[config.mk]
export PLATFORM = sky130hd
export DESIGN_NAME = axil_csr_slave
export DESIGN_NICKNAME = d
export VERILOG_FILES = /design/src/rtl/axil_csr_pkg.sv /design/src/rtl/axil_csr_wr_fsm.sv /design/src/rtl/axil_csr_slave.sv
export SDC_FILE = /design/constraint.sdc
export NUM_CORES = 1
export LEC_CHECK = 0
export BUFFER_PORTS_ARGS = -buffer_cell sky130_fd_sc_hd__buf_2
export CAP_MARGIN = 10
export CORE_MARGIN = 4
export CORE_UTILIZATION = 45
export DETAILED_ROUTE_END_ITERATION = 10
export PLACE_DENSITY = 0.73
export RECOVER_POWER = 50
export SLEW_MARGIN = 25
export SYNTH_ARGS = -nofsm -noshare
export SYNTH_HDL_FRONTEND = slang
export SYNTH_SLANG_ARGS = --single-unit
[constraint.sdc]
create_clock -name clk -period 2.8 [get_ports clk]
set_clock_uncertainty 0.15 [all_clocks]
set_input_delay 0.28 -clock clk [delete_from_list [all_inputs] [get_ports clk]]
set_output_delay 0.28 -clock clk [all_outputs]
set_load 0.005 [all_outputs]
[src/rtl/axil_csr_pkg.sv]
// Shared constants, response codes and FSM state types for the AXI4-Lite CSR slave.
package axil_csr_pkg;

  localparam logic [1:0] RESP_OKAY   = 2'b00;
  localparam logic [1:0] RESP_SLVERR = 2'b10;

  // Byte offsets; write and read maps share the lower four slots.
  localparam int unsigned OFF_COMMAND  = 'h00;
  localparam int unsigned OFF_RXADDR   = 'h04;
  localparam int unsigned OFF_TXADDR   = 'h08;
  localparam int unsigned OFF_T        = 'h0C;
  localparam int unsigned OFF_T_LEN    = 'h10;
  localparam int unsigned OFF_LOADING  = 'h14;
  localparam int unsigned OFF_STATUS   = 'h00;
  localparam int unsigned OFF_LSB_N    = 'h04;
  localparam int unsigned OFF_LSB_R_N  = 'h08;
  localparam int unsigned OFF_LSB_R2_N = 'h0C;
  localparam int unsigned CSR_SPAN     = 'h20;

  typedef enum logic [1:0] {W_IDLE, W_HAVE_A, W_HAVE_D, W_RESP} wr_state_e;
  typedef enum logic {R_IDLE, R_DATA} rd_state_e;

  function automatic logic [31:0] merge_strb(input logic [31:0] old_v,
                                             input logic [31:0] new_v,
                                             input logic [3:0]  strb);
    logic [31:0] res;
    res = old_v;
    for (int unsigned i = 0; i < 4; i++) begin
      if (strb[i]) res[8*i +: 8] = new_v[8*i +: 8];
    end
    return res;
  endfunction

endpackage

[src/rtl/axil_csr_wr_fsm.sv]
// AXI4-Lite write channel capture: joins AW and W in any order, emits a one-cycle
// commit strobe to the register file and holds the B response until accepted.
module axil_csr_wr_fsm
  import axil_csr_pkg::*;
#(
  parameter int unsigned ADDR_W = 12
) (
  input  logic              clk,
  input  logic              resetn,
  input  logic [ADDR_W-3:0] aw_idx,
  input  logic              awvalid,
  output logic              awready,
  input  logic [31:0]       wdata,
  input  logic [3:0]        wstrb,
  input  logic              wvalid,
  output logic              wready,
  output logic [1:0]        bresp,
  output logic              bvalid,
  input  logic              bready,
  output logic              wr_en,
  output logic [ADDR_W-3:0] wr_idx,
  output logic [31:0]       wr_data,
  output logic [3:0]        wr_strb
);

  wr_state_e         state_q, state_d;
  logic              awready_q, awready_d;
  logic              wready_q, wready_d;
  logic              bvalid_q, bvalid_d;
  logic [1:0]        bresp_q, bresp_d;
  logic [ADDR_W-3:0] addr_q, addr_d;
  logic [31:0]       data_q, data_d;
  logic [3:0]        strb_q, strb_d;
  logic              aw_hs, w_hs;

  assign aw_hs = awvalid && awready_q;
  assign w_hs  = wvalid && wready_q;

  always_comb begin
    state_d = state_q;
    addr_d  = addr_q;
    data_d  = data_q;
    strb_d  = strb_q;
    bresp_d = bresp_q;
    wr_en   = 1'b0;
    wr_idx  = addr_q;
    wr_data = data_q;
    wr_strb = strb_q;
    case (state_q)
      W_IDLE: begin
        if (aw_hs && w_hs) begin
          state_d = W_RESP;
          wr_en   = 1'b1;
          wr_idx  = aw_idx;
          wr_data = wdata;
          wr_strb = wstrb;
        end else if (aw_hs) begin
          state_d = W_HAVE_A;
          addr_d  = aw_idx;
        end else if (w_hs) begin
          state_d = W_HAVE_D;
          data_d  = wdata;
          strb_d  = wstrb;
        end
      end
      W_HAVE_A: begin
        if (w_hs) begin
          state_d = W_RESP;
          wr_en   = 1'b1;
          wr_data = wdata;
          wr_strb = wstrb;
        end
      end
      W_HAVE_D: begin
        if (aw_hs) begin
          state_d = W_RESP;
          wr_en   = 1'b1;
          wr_idx  = aw_idx;
        end
      end
      W_RESP: begin
        if (bvalid_q && bready) state_d = W_IDLE;
      end
      default: state_d = W_IDLE;
    endcase
    if (wr_en) bresp_d = (32'({wr_idx, 2'b00}) < CSR_SPAN) ? RESP_OKAY : RESP_SLVERR;
    // Readies follow the next state so they stay low for the first cycle out of reset.
    awready_d = (state_d == W_IDLE) || (state_d == W_HAVE_D);
    wready_d  = (state_d == W_IDLE) || (state_d == W_HAVE_A);
    bvalid_d  = (state_d == W_RESP);
  end

  always_ff @(posedge clk or negedge resetn) begin
    if (!resetn) begin
      state_q   <= W_IDLE;
      awready_q <= 1'b0;
      wready_q  <= 1'b0;
      bvalid_q  <= 1'b0;
      bresp_q   <= RESP_OKAY;
      addr_q    <= '0;
      data_q    <= '0;
      strb_q    <= '0;
    end else begin
      state_q   <= state_d;
      awready_q <= awready_d;
      wready_q  <= wready_d;
      bvalid_q  <= bvalid_d;
      bresp_q   <= bresp_d;
      addr_q    <= addr_d;
      data_q    <= data_d;
      strb_q    <= strb_d;
    end
  end

  assign awready = awready_q;
  assign wready  = wready_q;
  assign bvalid  = bvalid_q;
  assign bresp   = bresp_q;

endmodule

[src/rtl/axil_csr_slave.sv]
// AXI4-Lite CSR slave: six byte-writable control registers plus a read map of
// core status inputs and register readbacks; read and write paths are independent.
module axil_csr_slave
  import axil_csr_pkg::*;
#(
  parameter int unsigned ADDR_W = 12
) (
  input  logic              clk,
  input  logic              resetn,
  input  logic [ADDR_W-1:0] s_axi_csrs_awaddr,
  input  logic              s_axi_csrs_awvalid,
  output logic              s_axi_csrs_awready,
  input  logic [31:0]       s_axi_csrs_wdata,
  input  logic [3:0]        s_axi_csrs_wstrb,
  input  logic              s_axi_csrs_wvalid,
  output logic              s_axi_csrs_wready,
  output logic [1:0]        s_axi_csrs_bresp,
  output logic              s_axi_csrs_bvalid,
  input  logic              s_axi_csrs_bready,
  input  logic [ADDR_W-1:0] s_axi_csrs_araddr,
  input  logic              s_axi_csrs_arvalid,
  output logic              s_axi_csrs_arready,
  output logic [31:0]       s_axi_csrs_rdata,
  output logic [1:0]        s_axi_csrs_rresp,
  output logic              s_axi_csrs_rvalid,
  input  logic              s_axi_csrs_rready,
  output logic [31:0]       command,
  output logic [31:0]       rxaddr,
  output logic [31:0]       txaddr,
  output logic [31:0]       t,
  output logic [31:0]       t_len,
  output logic [31:0]       loading,
  input  logic [31:0]       status,
  input  logic [31:0]       lsb_n,
  input  logic [31:0]       lsb_r_n,
  input  logic [31:0]       lsb_r2_n
);

  logic              wr_en;
  logic [ADDR_W-3:0] wr_idx;
  logic [31:0]       wr_data;
  logic [3:0]        wr_strb;
  logic [31:0]       wr_off, rd_off;
  logic              unused_addr_bits;

  logic [31:0] command_q, command_d, rxaddr_q, rxaddr_d, txaddr_q, txaddr_d;
  logic [31:0] t_q, t_d, t_len_q, t_len_d, loading_q, loading_d;

  rd_state_e   rd_state_q, rd_state_d;
  logic        arready_q, arready_d;
  logic        rvalid_q, rvalid_d;
  logic [31:0] rdata_q, rdata_d;
  logic [1:0]  rresp_q, rresp_d;

  assign unused_addr_bits = ^{s_axi_csrs_awaddr[1:0], s_axi_csrs_araddr[1:0]};

  axil_csr_wr_fsm #(.ADDR_W(ADDR_W)) u_wr_fsm (
    .clk     (clk),
    .resetn  (resetn),
    .aw_idx  (s_axi_csrs_awaddr[ADDR_W-1:2]),
    .awvalid (s_axi_csrs_awvalid),
    .awready (s_axi_csrs_awready),
    .wdata   (s_axi_csrs_wdata),
    .wstrb   (s_axi_csrs_wstrb),
    .wvalid  (s_axi_csrs_wvalid),
    .wready  (s_axi_csrs_wready),
    .bresp   (s_axi_csrs_bresp),
    .bvalid  (s_axi_csrs_bvalid),
    .bready  (s_axi_csrs_bready),
    .wr_en   (wr_en),
    .wr_idx  (wr_idx),
    .wr_data (wr_data),
    .wr_strb (wr_strb)
  );

  assign wr_off = 32'({wr_idx, 2'b00});
  assign rd_off = 32'({s_axi_csrs_araddr[ADDR_W-1:2], 2'b00});

  always_comb begin
    command_d = command_q;
    rxaddr_d  = rxaddr_q;
    txaddr_d  = txaddr_q;
    t_d       = t_q;
    t_len_d   = t_len_q;
    loading_d = loading_q;
    if (wr_en) begin
      case (wr_off)
        OFF_COMMAND: command_d = merge_strb(command_q, wr_data, wr_strb);
        OFF_RXADDR:  rxaddr_d  = merge_strb(rxaddr_q, wr_data, wr_strb);
        OFF_TXADDR:  txaddr_d  = merge_strb(txaddr_q, wr_data, wr_strb);
        OFF_T:       t_d       = merge_strb(t_q, wr_data, wr_strb);
        OFF_T_LEN:   t_len_d   = merge_strb(t_len_q, wr_data, wr_strb);
        OFF_LOADING: loading_d = merge_strb(loading_q, wr_data, wr_strb);
        default: ;
      endcase
    end
  end

  // Readback uses the _q values, so a same-edge write is not yet visible.
  always_comb begin
    rd_state_d = rd_state_q;
    arready_d  = arready_q;
    rvalid_d   = rvalid_q;
    rdata_d    = rdata_q;
    rresp_d    = rresp_q;
    case (rd_state_q)
      R_IDLE: begin
        if (s_axi_csrs_arvalid && arready_q) begin
          rd_state_d = R_DATA;
          arready_d  = 1'b0;
          rvalid_d   = 1'b1;
          rresp_d    = (rd_off < CSR_SPAN) ? RESP_OKAY : RESP_SLVERR;
          case (rd_off)
            OFF_STATUS:   rdata_d = status;
            OFF_LSB_N:    rdata_d = lsb_n;
            OFF_LSB_R_N:  rdata_d = lsb_r_n;
            OFF_LSB_R2_N: rdata_d = lsb_r2_n;
            OFF_T_LEN:    rdata_d = t_len_q;
            OFF_LOADING:  rdata_d = loading_q;
            default:      rdata_d = '0;
          endcase
        end else begin
          arready_d = 1'b1;
        end
      end
      R_DATA: begin
        if (s_axi_csrs_rready) begin
          rd_state_d = R_IDLE;
          arready_d  = 1'b1;
          rvalid_d   = 1'b0;
        end
      end
      default: rd_state_d = R_IDLE;
    endcase
  end

  always_ff @(posedge clk or negedge resetn) begin
    if (!resetn) begin
      command_q  <= '0;
      rxaddr_q   <= '0;
      txaddr_q   <= '0;
      t_q        <= '0;
      t_len_q    <= '0;
      loading_q  <= '0;
      rd_state_q <= R_IDLE;
      arready_q  <= 1'b0;
      rvalid_q   <= 1'b0;
      rdata_q    <= '0;
      rresp_q    <= RESP_OKAY;
    end else begin
      command_q  <= command_d;
      rxaddr_q   <= rxaddr_d;
      txaddr_q   <= txaddr_d;
      t_q        <= t_d;
      t_len_q    <= t_len_d;
      loading_q  <= loading_d;
      rd_state_q <= rd_state_d;
      arready_q  <= arready_d;
      rvalid_q   <= rvalid_d;
      rdata_q    <= rdata_d;
      rresp_q    <= rresp_d;
    end
  end

  assign command            = command_q;
  assign rxaddr             = rxaddr_q;
  assign txaddr             = txaddr_q;
  assign t                  = t_q;
  assign t_len              = t_len_q;
  assign loading            = loading_q;
  assign s_axi_csrs_arready = arready_q;
  assign s_axi_csrs_rvalid  = rvalid_q;
  assign s_axi_csrs_rdata   = rdata_q;
  assign s_axi_csrs_rresp   = rresp_q;

endmodule

==> reports/metrics.yaml, run 1 <==
status:
  status: "finished, violations left"
  violations: "negative hold slack, max-capacitance violations, max-slew violations"
cells_and_area:
  n_fill_cell: 2116
  areaGrowthSynthToFinish_pct: 40.2
  drive_above_1_share_pct: 52.3
  layout.nets: 1650
  fin_area_sq_mm: 0.0176
synthesis:
  netlist_area_sq_mm: 0.0125
  syn_area_per_cell_sq_um: 14.4
  synth_top_flop_cell: "dfrtp_1"
  synth_async_sr_flop_share_pct: 100
  synth_top_family_by_area: "multiplexers"
  synth_cell_types: 43
  yosysWarnings: 0
  synth_cells: 869
  yosysSeqAreaShare_pct: 55.9
  ys_seq_elements: 280
  synth-compound-area-share_pct: 8.39
  synth-xor-area-share_pct: 0
  synthMuxAreaShare_pct: 27.0
  synth-simple-area-share_pct: 6.97
  synth_adder_area_share_pct: 0
  synth_edf_count: 0
critical_path:
  crit_type: "primary input to flip-flop"
  path_buf_inv: 3
  cp_top_family: "buffers and inverters"
  reg2reg_slack_ns: 0.13
  critPathSlowestCell: "dlygate4sd3_1"
  cp_cell_sequence: "dlygate4sd3_1, buf_2, or3_1, o311ai_4, o311ai_4, buf_12, nor3_4, mux2_2"
  max_stage_delay_ns: 0.55
  worstReg2RegStart: "u_wr_fsm.addr_q[7]$_DFFE_PN0P_"
  crit_path_start_kind: "primary input"
  rr_worst_depth: 7
  crit_arrival_ns: 2.96
  reg2reg_to: "t[8]$_DFFE_PN0P_"
  crit_required_ns: 3.07
  end_kind: "flip-flop"
  path_max_fanout: 24
  cp_common_cell: "o311ai_4"
grt:
  overflow: 0
  antenna_found_initial: 1
  grt_first_pass_wirelength_microns: 65100
  grt_pass1_vias: 11233
  grt_start_max_net_pins: 86
  grt_usage_pct: 26.9
flow_run:
  maxCapViolCount: 1
floorplan:
  dieArea_sq_mm: 0.0306
  core_sq_mm: 0.0272
  ios: 428
  start_util_pct: 46.1
  core.rowCount: 60
  dieHeight_microns: 175
  fp.dieW_microns: 175
placed_design:
  port_buffers: 421
  gp_congestion: 0.942
  dp_hpwl_microns: 29900
  place_area_sq_mm: 0.0156
cts:
  clock_latency_ns: 0.55
  numCtsBuffers: 30
  cts_tree: "done"
  cts.sinks: 280
  clkSlewWorstSetupHoldPaths_ns: 0.06
  clock-root-buffer: "clkbuf_16"
  htree_levels: 1
  cts_max_path_buffers: 3
detailed_routing:
  routed_wl_microns: 42400
  drtIter0Drc: 877
  drc_errors: 0
  dr.pass1.iters: 7
  drt-wirelength-per-cell_microns: 23.0
  num_vias: 10389
  viasPerCell: 5.62
  detail-route-antenna-nets: 0
timing:
  period_minus_slack_ns: 2.69
  fmax_mhz: 372
  fin_crit_sh_pct: 96.1
  finalMaxSlewViolations: 84
  tightest_slew_ns: 2.10
  setup_viol: 0
  setup_tns_ns: 0
  maxSlewHeadroom_pct: -40.1
  whs_ns: -0.0192
  hold_viol_final: 1
  rsz0062_at_grt: "no"
power:
  ir_drop_mv: 0.511
  cellPowerDensity_mw_per_mm2: 830
  total_leakage_power_nw: 8.88
worst_hold_path:
  min_delay_worst_endpoint: "s_axi_csrs_rdata[30]$_DFFE_PN0P_"
  worstHoldStart: "status[30]"
  hold_path_depth: 3
  hold_class: "primary input to flip-flop"
stage by stage:
stage                     cells  hold slack [ns]  total power [mW]  worst slack (ns)  util, %
after floorplan             870           -0.166              8.24             0.286        -
after global placement     1682            0.201              10.2            0.0296     57.3
after detailed placement   1682            0.208              10.3             0.117     57.3
after CTS                  1845          0.00367              14.7            0.0649     65.1
after global routing       1846          0.00737              15.3            0.0251     64.7
final                      1847          -0.0192              14.6             0.109     64.7
state kept, by name, indices dropped and copies added, names as in the netlist, 2 cells and up:
register / count
t_len: 32
u_wr_fsm.strb_q: 4
u_wr_fsm.data_q: 32
u_wr_fsm.state_q: 2
loading: 32
rxaddr: 32
u_wr_fsm.addr_q: 10
t: 32
command: 32
s_axi_csrs_rdata: 32
txaddr: 32
final cells by class:
cell class | instances | area (sq um) | share of cell area (%)
Sequential cell | 280 | 7010 | 39.9
Multi-Input combinational cell | 540 | 5370 | 30.6
Timing Repair Buffer | 595 | 3710 | 21.1
Clock buffer | 45 | 928 | 5.28
Tap cell | 372 | 465 | 2.65
Clock inverter | 5 | 53.8 | 0.306
Inverter | 8 | 30.0 | 0.171
Antenna cell | 2 | 5.00 | 0.0285
synthesized netlist by cell type, types with 3 or more instances:
master | number | area (sq um)
nor3_4 | 25 | 407
a222oi_1 | 32 | 320
a221oi_1 | 32 | 280
and3_1 | 3 | 18.8
or3_1 | 3 | 18.8
nor2_1 | 38 | 143
nand4_2 | 4 | 50.1
nand2_1 | 10 | 37.5
a41oi_1 | 4 | 35.0
mux2_1 | 28 | 315
clkbuf_1 | 36 | 135
dfrtp_1 | 280 | 7010
inv_1 | 8 | 30.0
o21ai_0 | 4 | 20.0
a21oi_1 | 42 | 210
nor4_1 | 4 | 25.0
a32o_1 | 4 | 40.0
nand3_1 | 4 | 20.0
mux2_2 | 272 | 3060
routing by layer:
layer  global-route usage (%)  up-vias  wire (microns)
met3                     5.45      107            3220
met5                        0        -               0
met2                     45.7      507           20700
met4                     8.71        0            1420
li1                         -     4501               -
met1                     35.0     5274           17000
cells in the final DEF (no fill, tap or decap), types with 10 or more instances in the layout:
cell type      count
a21oi_1           42
a221oi_1          32
a222oi_1          32
buf_2            341
buf_4             49
clkbuf_1          83
clkbuf_16         31
clkbuf_8          10
dfrtp_1          280
dlygate4sd3_1    113
mux2_1            28
mux2_2           272
nor2_1            38
nor3_4            25
power breakdown:
part	switching, mW	total, mW	internal (mW)	leakage [nW]
logic	2.56	4.81	2.25	4.66
registers	0.692	5.85	5.16	3.73
clock network	1.58	3.93	2.35	0.489
how the worst max path moves through the flow:
stage                                               from                      to  depth (start not counted)
after floorplan           u_wr_fsm.addr_q[7]$_DFFE_PN0P_  txaddr[27]$_DFFE_PN0P_                          6
after global placement                 s_axi_csrs_wvalid  rxaddr[11]$_DFFE_PN0P_                          8
after detailed placement       u_wr_fsm.wready$_DFF_PN0_  txaddr[16]$_DFFE_PN0P_                          8
after CTS                      u_wr_fsm.wready$_DFF_PN0_  txaddr[16]$_DFFE_PN0P_                          8
after global routing                              resetn       t[20]$_DFFE_PN0P_                          3
final                               s_axi_csrs_awaddr[9]       t[28]$_DFFE_PN0P_                          8
worst reg2reg max path, cell delays in order, from the launching register on:
cell and delay [ns]:
dfrtp_1 0.38, or3_1 0.42, o21ai_1 0.35, nand4_2 0.23, buf_4 0.25, nor3_4 0.16
buf_4 0.25, mux2_2 0.37
cell families (layout without fill, tap and decap cells):
logic type	after synthesis	count (layout)
and+or+nand+nor	108	108
AOI/OAI and AO/OA	129	129
muxes	301	301
buffers and inverters	50	653
other	1	4
DFF	280	280
timing repair:
item                                    CTS  global route
setup buffers                             0             0
endpoints found under the setup margin    0             3
hold endpoints to repair                164             0
resized for setup                         0             1
hold buffers                            113             0
No activity file was read; power rests on OpenSTA's default activity.
==> run 2, diff against run 1 <==
--- a/config.mk
+++ b/config.mk
@@ -7,9 +7,10 @@
 export LEC_CHECK = 0
 export BUFFER_PORTS_ARGS = -buffer_cell sky130_fd_sc_hd__buf_2
 export CAP_MARGIN = 10
-export CORE_MARGIN = 4
+export CORE_MARGIN = 3
 export CORE_UTILIZATION = 45
 export DETAILED_ROUTE_END_ITERATION = 10
+export HOLD_SLACK_MARGIN = 0.06
 export PLACE_DENSITY = 0.73
 export RECOVER_POWER = 50
 export SLEW_MARGIN = 25
==> reports/metrics.yaml, run 2 (synthesis results as in run 1) <==
status:
  status: "finished, violations left"
  violations: "max-capacitance violations, max-slew violations"
timing:
  tightest_slew_ns: 2.02  # -0.0806 ns
  setup_viol: 0  # unchanged
  rsz0062_at_grt: "no"
  maxSlewHeadroom_pct: -34.7  # +5.4 points
  fmax_mhz: 373  # +0.45%
  period_minus_slack_ns: 2.68  # -0.0121 ns
  finalWorstSetupSlack_ns: 0.122  # +0.0121 ns
  hold_viol_final: 0  # -1
  setup_tns_ns: 0  # unchanged
  fin_crit_sh_pct: 95.7  # -0.43 points
  finalMaxSlewViolations: 83  # -1.2%
grt:
  grt_pass1_vias: 11298  # +0.58%
  overflow: 0  # unchanged
  grt_start_max_net_pins: 86  # unchanged
  antenna_found_initial: 2  # +1
  grt_first_pass_wirelength_microns: 65600  # +0.68%
  grt_usage_pct: 27.6  # +0.68 points
cells_and_area:
  n_fill_cell: 2064  # -2.5%
  layout.nets: 1654  # +0.24%
  final_cell_mix: "358 x buf_2, 280 x dfrtp_1, 272 x mux2_2"
  areaGrowthSynthToFinish_pct: 42.2
  drive_above_1_share_pct: 53.1  # +0.86 points
  final_common_cell: "buf_2"
critical_path:
  cp_common_cell: "dlygate4sd3_1"
  max_stage_delay_ns: 0.60  # +0.05 ns
  cp-startpoint: "s_axi_csrs_araddr[9]"
  cp_top_family: "buffers and inverters"
  end_kind: "flip-flop"
  crit_required_ns: 3.13  # +0.06 ns
  cp_cell_sequence: "buf_2, or4_4, nor4_4, buf_12, a222oi_1, dlygate4sd3_1, a21oi_1, dlygate4sd3_1"
  crit_path_start_kind: "primary input"
  crit_type: "primary input to flip-flop"
  critPathCapture: "s_axi_csrs_rdata[29]$_DFFE_PN0P_"
  worstReg2RegStart: "u_wr_fsm.awready$_DFF_PN0_"
  path_max_fanout: 32  # +33%
  reg2reg_to: "loading[28]$_DFFE_PN0P_"
  reg2reg_slack_ns: 0.14  # about the same
  rr_worst_depth: 7  # unchanged
  crit_cells: 8  # unchanged
  path_buf_inv: 4  # +1
  crit_arrival_ns: 3.00  # +0.04 ns
  critPathSlowestCell: "or4_4"
detailed_routing:
  dr.pass1.iters: 6  # -1
  viasPerCell: 5.65  # +0.47%
  drtIter0Drc: 854  # -2.6%
  num_vias: 10494  # +1.0%
  routed_wl_microns: 42400  # about the same
  drc_errors: 0  # unchanged
  drt-wirelength-per-cell_microns: 22.9  # -0.47%
  detail-route-antenna-nets: 0  # unchanged
power:
  total_leakage_power_nw: 9.04  # +1.9%
  cellPowerDensity_mw_per_mm2: 828  # -0.28%
  ir_drop_mv: 0.572  # +12%
cts:
  cts_tree: "done"
  clock_latency_ns: 0.54  # about the same
  cts_max_path_buffers: 3  # unchanged
  cts.sinks: 280  # unchanged
  clock-root-buffer: "clkbuf_16"
  clkSlewWorstSetupHoldPaths_ns: 0.06  # about the same
  numCtsBuffers: 30  # unchanged
  htree_levels: 1  # unchanged
  post-cts-setup-buffers: 0  # unchanged
floorplan:
  core.rowCount: 60  # unchanged
  dieArea_sq_mm: 0.0299  # -2.3%
  core_sq_mm: 0.0272  # unchanged
  ios: 428  # unchanged
  fp.dieW_microns: 173  # -1.1%
  dieHeight_microns: 173  # -1.1%
  start_util_pct: 46.1  # unchanged
worst_hold_path:
  hold_class: "primary input to flip-flop"
flow_run:
  maxCapViolCount: 1  # unchanged
placed_design:
  dp_hpwl_microns: 29100  # -2.4%
  port_buffers: 421  # unchanged
  gp_congestion: 0.877  # -7.0%
  place_ws_ns: 0.154  # +0.0374 ns
[run 2: how the worst min path moves through the flow]
| stage | startpoint | to | slack, ns | depth (start not counted) |
|---|---|---|---|---|
| floorplan | resetn | command[0]$_DFFE_PN0P_ | -0.17 | 0 |
| finish | s_axi_csrs_araddr[7] | s_axi_csrs_rresp[1]$_DFFE_PN0P_ | 0.09 | 4 |
| global route | s_axi_csrs_araddr[7] | s_axi_csrs_rresp[1]$_DFFE_PN0P_ | 0.09 | 4 |
| global placement | resetn | u_wr_fsm.data_q[24]$_DFFE_PN0P_ | 0.20 | 1 |
| detailed placement | resetn | u_wr_fsm.data_q[24]$_DFFE_PN0P_ | 0.20 | 1 |
| CTS | s_axi_csrs_arvalid | rd_state_q$_DFF_PN0_ | 0.14 | 3 |
[run 2: what timing repair did]
action | 4_1_cts | 5_1_grt
endpoints found under the hold margin | 203 | 0
hold buffers | 121 | 0
endpoints found under the setup margin | 0 | 1
resized for setup | 0 | 4
[run 2: worst min-delay path, stage by stage]
cell and delay, ns:
buf_2 0.09, or4_4 0.17, nor2_1 0.07, o21ai_0 0.13
[run 2: per-stage QoR]
| stage | utilization [%] | cells | instance area [sq um] | hold slack, ns | total power, mW |
|---|---|---|---|---|---|
| 3_3_place_gp | 57.7 | 1678 | 15700 | 0.198 | 10.1 |
| 6_report | 65.6 | 1857 | 17800 | 0.0884 | 14.8 |
| 2_1_floorplan | - | 870 | 12500 | -0.166 | 8.24 |
| 3_5_place_dp | 57.7 | 1678 | 15700 | 0.203 | 10.3 |
| 5_1_grt | 65.6 | 1857 | 17800 | 0.0941 | 15.5 |
| 4_1_cts | 65.9 | 1855 | 17900 | 0.139 | 14.8 |
[run 2: cell type report]
type	instances	area, sq um	share of cell area [%]
Antenna cell	2	5.00	0.0281
Clock buffer	43	911	5.11
Inverter	8	30.0	0.168
Tap cell	372	465	2.61
Sequential cell	280	7010	39.3
Multi-Input combinational cell	540	5380	30.2
Timing Repair Buffer	599	3910	21.9
Clock inverter	13	125	0.702
[run 2: per-layer routing]
metal | vias to the layer above | global-route usage (%) | routed length, microns
li1 | 4523 | - | -
met1 | 5266 | 35.3 | 16900
met2 | 570 | 46.4 | 20600
met3 | 135 | 5.67 | 3050
met4 | 0 | 10.7 | 1870
met5 | - | 0 | 0
[run 2: power breakdown]
part,total (mW),switching (mW),leakage [nW],internal [mW]
logic,4.80,2.54,4.79,2.26
clock network,4.08,1.64,0.519,2.44
registers,5.88,0.720,3.73,5.16
==> run 3, diff against run 2 <==
--- a/config.mk
+++ b/config.mk
@@ -7,11 +7,11 @@
 export LEC_CHECK = 0
 export BUFFER_PORTS_ARGS = -buffer_cell sky130_fd_sc_hd__buf_2
 export CAP_MARGIN = 10
-export CORE_MARGIN = 3
-export CORE_UTILIZATION = 45
+export CORE_AREA = 3 3 166 168
 export DETAILED_ROUTE_END_ITERATION = 10
+export DIE_AREA = 0 0 169 171
 export HOLD_SLACK_MARGIN = 0.06
-export PLACE_DENSITY = 0.73
+export PLACE_DENSITY = 0.76
 export RECOVER_POWER = 50
 export SLEW_MARGIN = 25
 export SYNTH_ARGS = -nofsm -noshare
==> reports/metrics.yaml, run 3 (synthesis results as in run 1) <==
grt:
  overflow: 0  # unchanged
  grt_usage_pct: 28.4  # +0.77 points
  grt_start_max_net_pins: 84  # -2.3%
  antenna_found_initial: 1  # -1
  grt_first_pass_wirelength_microns: 64200  # -2.0%
  grt_pass1_vias: 11240  # -0.51%
detailed_routing:
  routed_wl_microns: 42300  # -0.30%
  drc_errors: 0  # unchanged
  viasPerCell: 5.81  # +2.9%
  drtIter0Drc: 878  # +2.8%
  detail-route-antenna-nets: 0  # unchanged
  dr.pass1.iters: 10  # +4
  num_vias: 10535  # +0.39%
  drt-wirelength-per-cell_microns: 23.4  # +2.2%
timing:
  finalWorstSetupSlack_ns: 0.146  # +0.0243 ns
  maxSlewHeadroom_pct: -30.5  # +4.2 points
  fin_crit_sh_pct: 94.8  # -0.87 points
  finalMaxSlewViolations: 83  # unchanged
  rsz0062_at_grt: "no"
  tightest_slew_ns: 1.96  # -0.0637 ns
  period_minus_slack_ns: 2.65  # -0.0243 ns
  setup_viol: 0  # unchanged
  hold_viol_final: 0  # unchanged
  setup_tns_ns: 0  # unchanged
  fmax_mhz: 377  # +0.92%
placed_design:
  port_buffers: 421  # unchanged
  gp_congestion: 0.877  # about the same
  place_inst: 1635  # -2.6%
  dp_hpwl_microns: 28700  # -1.5%
  place_ws_ns: 0.127  # -0.0273 ns
critical_path:
  path_buf_inv: 4  # unchanged
  max_stage_delay_ns: 0.60  # about the same
  cp_common_cell: "dlygate4sd3_1"
  crit_required_ns: 3.12  # about the same
  crit_type: "primary input to flip-flop"
  path_max_fanout: 32  # unchanged
  cp_top_family: "buffers and inverters"
  crit_path_start_kind: "primary input"
  critPathSlowestCell: "or4_4"
  end_kind: "flip-flop"
  cp_cell_sequence: "buf_2, or4_4, nor4_4, buf_12, a221oi_1, dlygate4sd3_1, a21oi_1, dlygate4sd3_1"
  crit_arrival_ns: 2.98  # -0.02 ns
floorplan:
  dieArea_sq_mm: 0.0289  # -3.3%
  ios: 428  # unchanged
  fp.dieW_microns: 169  # -2.3%
  core.rowCount: 59  # -1.7%
  start_util_pct: 48.1  # +2.0 points
  core_sq_mm: 0.0261  # -4.1%
  dieHeight_microns: 171  # -1.1%
cts:
  clock_latency_ns: 0.54  # about the same
  clkSlewWorstSetupHoldPaths_ns: 0.06  # about the same
  clock-root-buffer: "clkbuf_16"
  cts_max_path_buffers: 3  # unchanged
  cts_tree: "done"
  numCtsBuffers: 30  # unchanged
  htree_levels: 1  # unchanged
  cts.sinks: 280  # unchanged
cells_and_area:
  fin_cells: 1812  # -2.4%
  diodes: 0  # -2
  final_cell_mix: "343 x buf_2, 279 x dfrtp_1, 272 x mux2_2"
  n_fill_cell: 1878  # -9.0%
  areaGrowthSynthToFinish_pct: 40.4
  drive_above_1_share_pct: 51.5  # -1.7 points
  final_common_cell: "buf_2"
  layout.nets: 1650  # -0.24%
power:
  ir_drop_mv: 0.806  # +41%
  cellPowerDensity_mw_per_mm2: 830  # +0.34%
  total_leakage_power_nw: 8.90  # -1.6%
status:
  violations: "max-capacitance violations, max-slew violations"
  status: "finished, violations left"
worst_hold_path:
  hold_class: "primary input to flip-flop"
flow_run:
  maxCapViolCount: 1  # unchanged
## run 3: area by class of cell
type / count / area (sq um) / share of cell area, %
Sequential cell: 280 / 7010 / 39.8
Tap cell: 335 / 419 / 2.38
Clock inverter: 7 / 72.6 / 0.412
Timing Repair Buffer: 595 / 3780 / 21.5
Clock buffer: 47 / 926 / 5.26
Inverter: 8 / 30.0 / 0.171
Multi-Input combinational cell: 540 / 5360 / 30.5
## run 3: worst register-to-register path, stage by stage (launching register included)
cell and delay, ns:
dfrtp_1 0.44, nand2_1 0.23, nor3_4 0.41, a41oi_2 0.46, nor3_4 0.35, buf_12 0.16
mux2_2 0.34
## run 3: report_power, final
group / switching (mW) / internal [mW] / leakage (nW) / total [mW]
sequential: 0.748 / 5.16 / 3.73 / 5.91
clock: 1.58 / 2.35 / 0.485 / 3.93
combinational: 2.53 / 2.24 / 4.69 / 4.78
total: 4.86 / 9.75 / 8.90 / 14.6
## run 3: path summary, 6_finish.rpt
check	from	endpoint	slack, ns	cells past startpoint
hold reg to reg	rxaddr[23]$_DFFE_PN0P_	rxaddr[23]$_DFFE_PN0P_	0.33	1
hold / removal	s_axi_csrs_araddr[8]	s_axi_csrs_rresp[1]$_DFFE_PN0P_	0.12	4
setup reg to reg	u_wr_fsm.awready$_DFF_PN0_	t[21]$_DFFE_PN0P_	0.15	6
min in group asynchronous	resetn	u_wr_fsm.data_q[26]$_DFFE_PN0P_	0.69	2
max in group asynchronous	resetn	u_wr_fsm.data_q[11]$_DFFE_PN0P_	0.41	3
setup / recovery	s_axi_csrs_araddr[9]	s_axi_csrs_rdata[5]$_DFFE_PN0P_	0.15	8
## run 3: metrics by stage
step	util [%]	hold WS [ns]	power, mW	area [sq um]
2_1_floorplan	-	-0.166	8.24	12500
6_report	67.5	0.123	14.6	17600
5_1_grt	67.5	0.136	15.4	17600
3_5_place_dp	59.5	0.196	10.3	15500
4_1_cts	68.0	0.0798	14.7	17700
3_3_place_gp	59.5	0.182	10.1	15500
## run 3: repair_timing
action | 4_1_cts | 5_1_grt
endpoints found under the hold margin | 213 | 0
resized for setup | 0 | 3
endpoints found under the setup margin | 0 | 53
hold buffers | 123 | 0
buffers inserted | 0 | 0
## run 3: per-layer routing
metal	global-route usage [%]	up-vias	routed length, microns
met5	0	-	17
met4	12.2	2	1730
met3	6.86	138	3720
met2	47.4	618	20800
met1	35.5	5279	16000
li1	-	4498	-
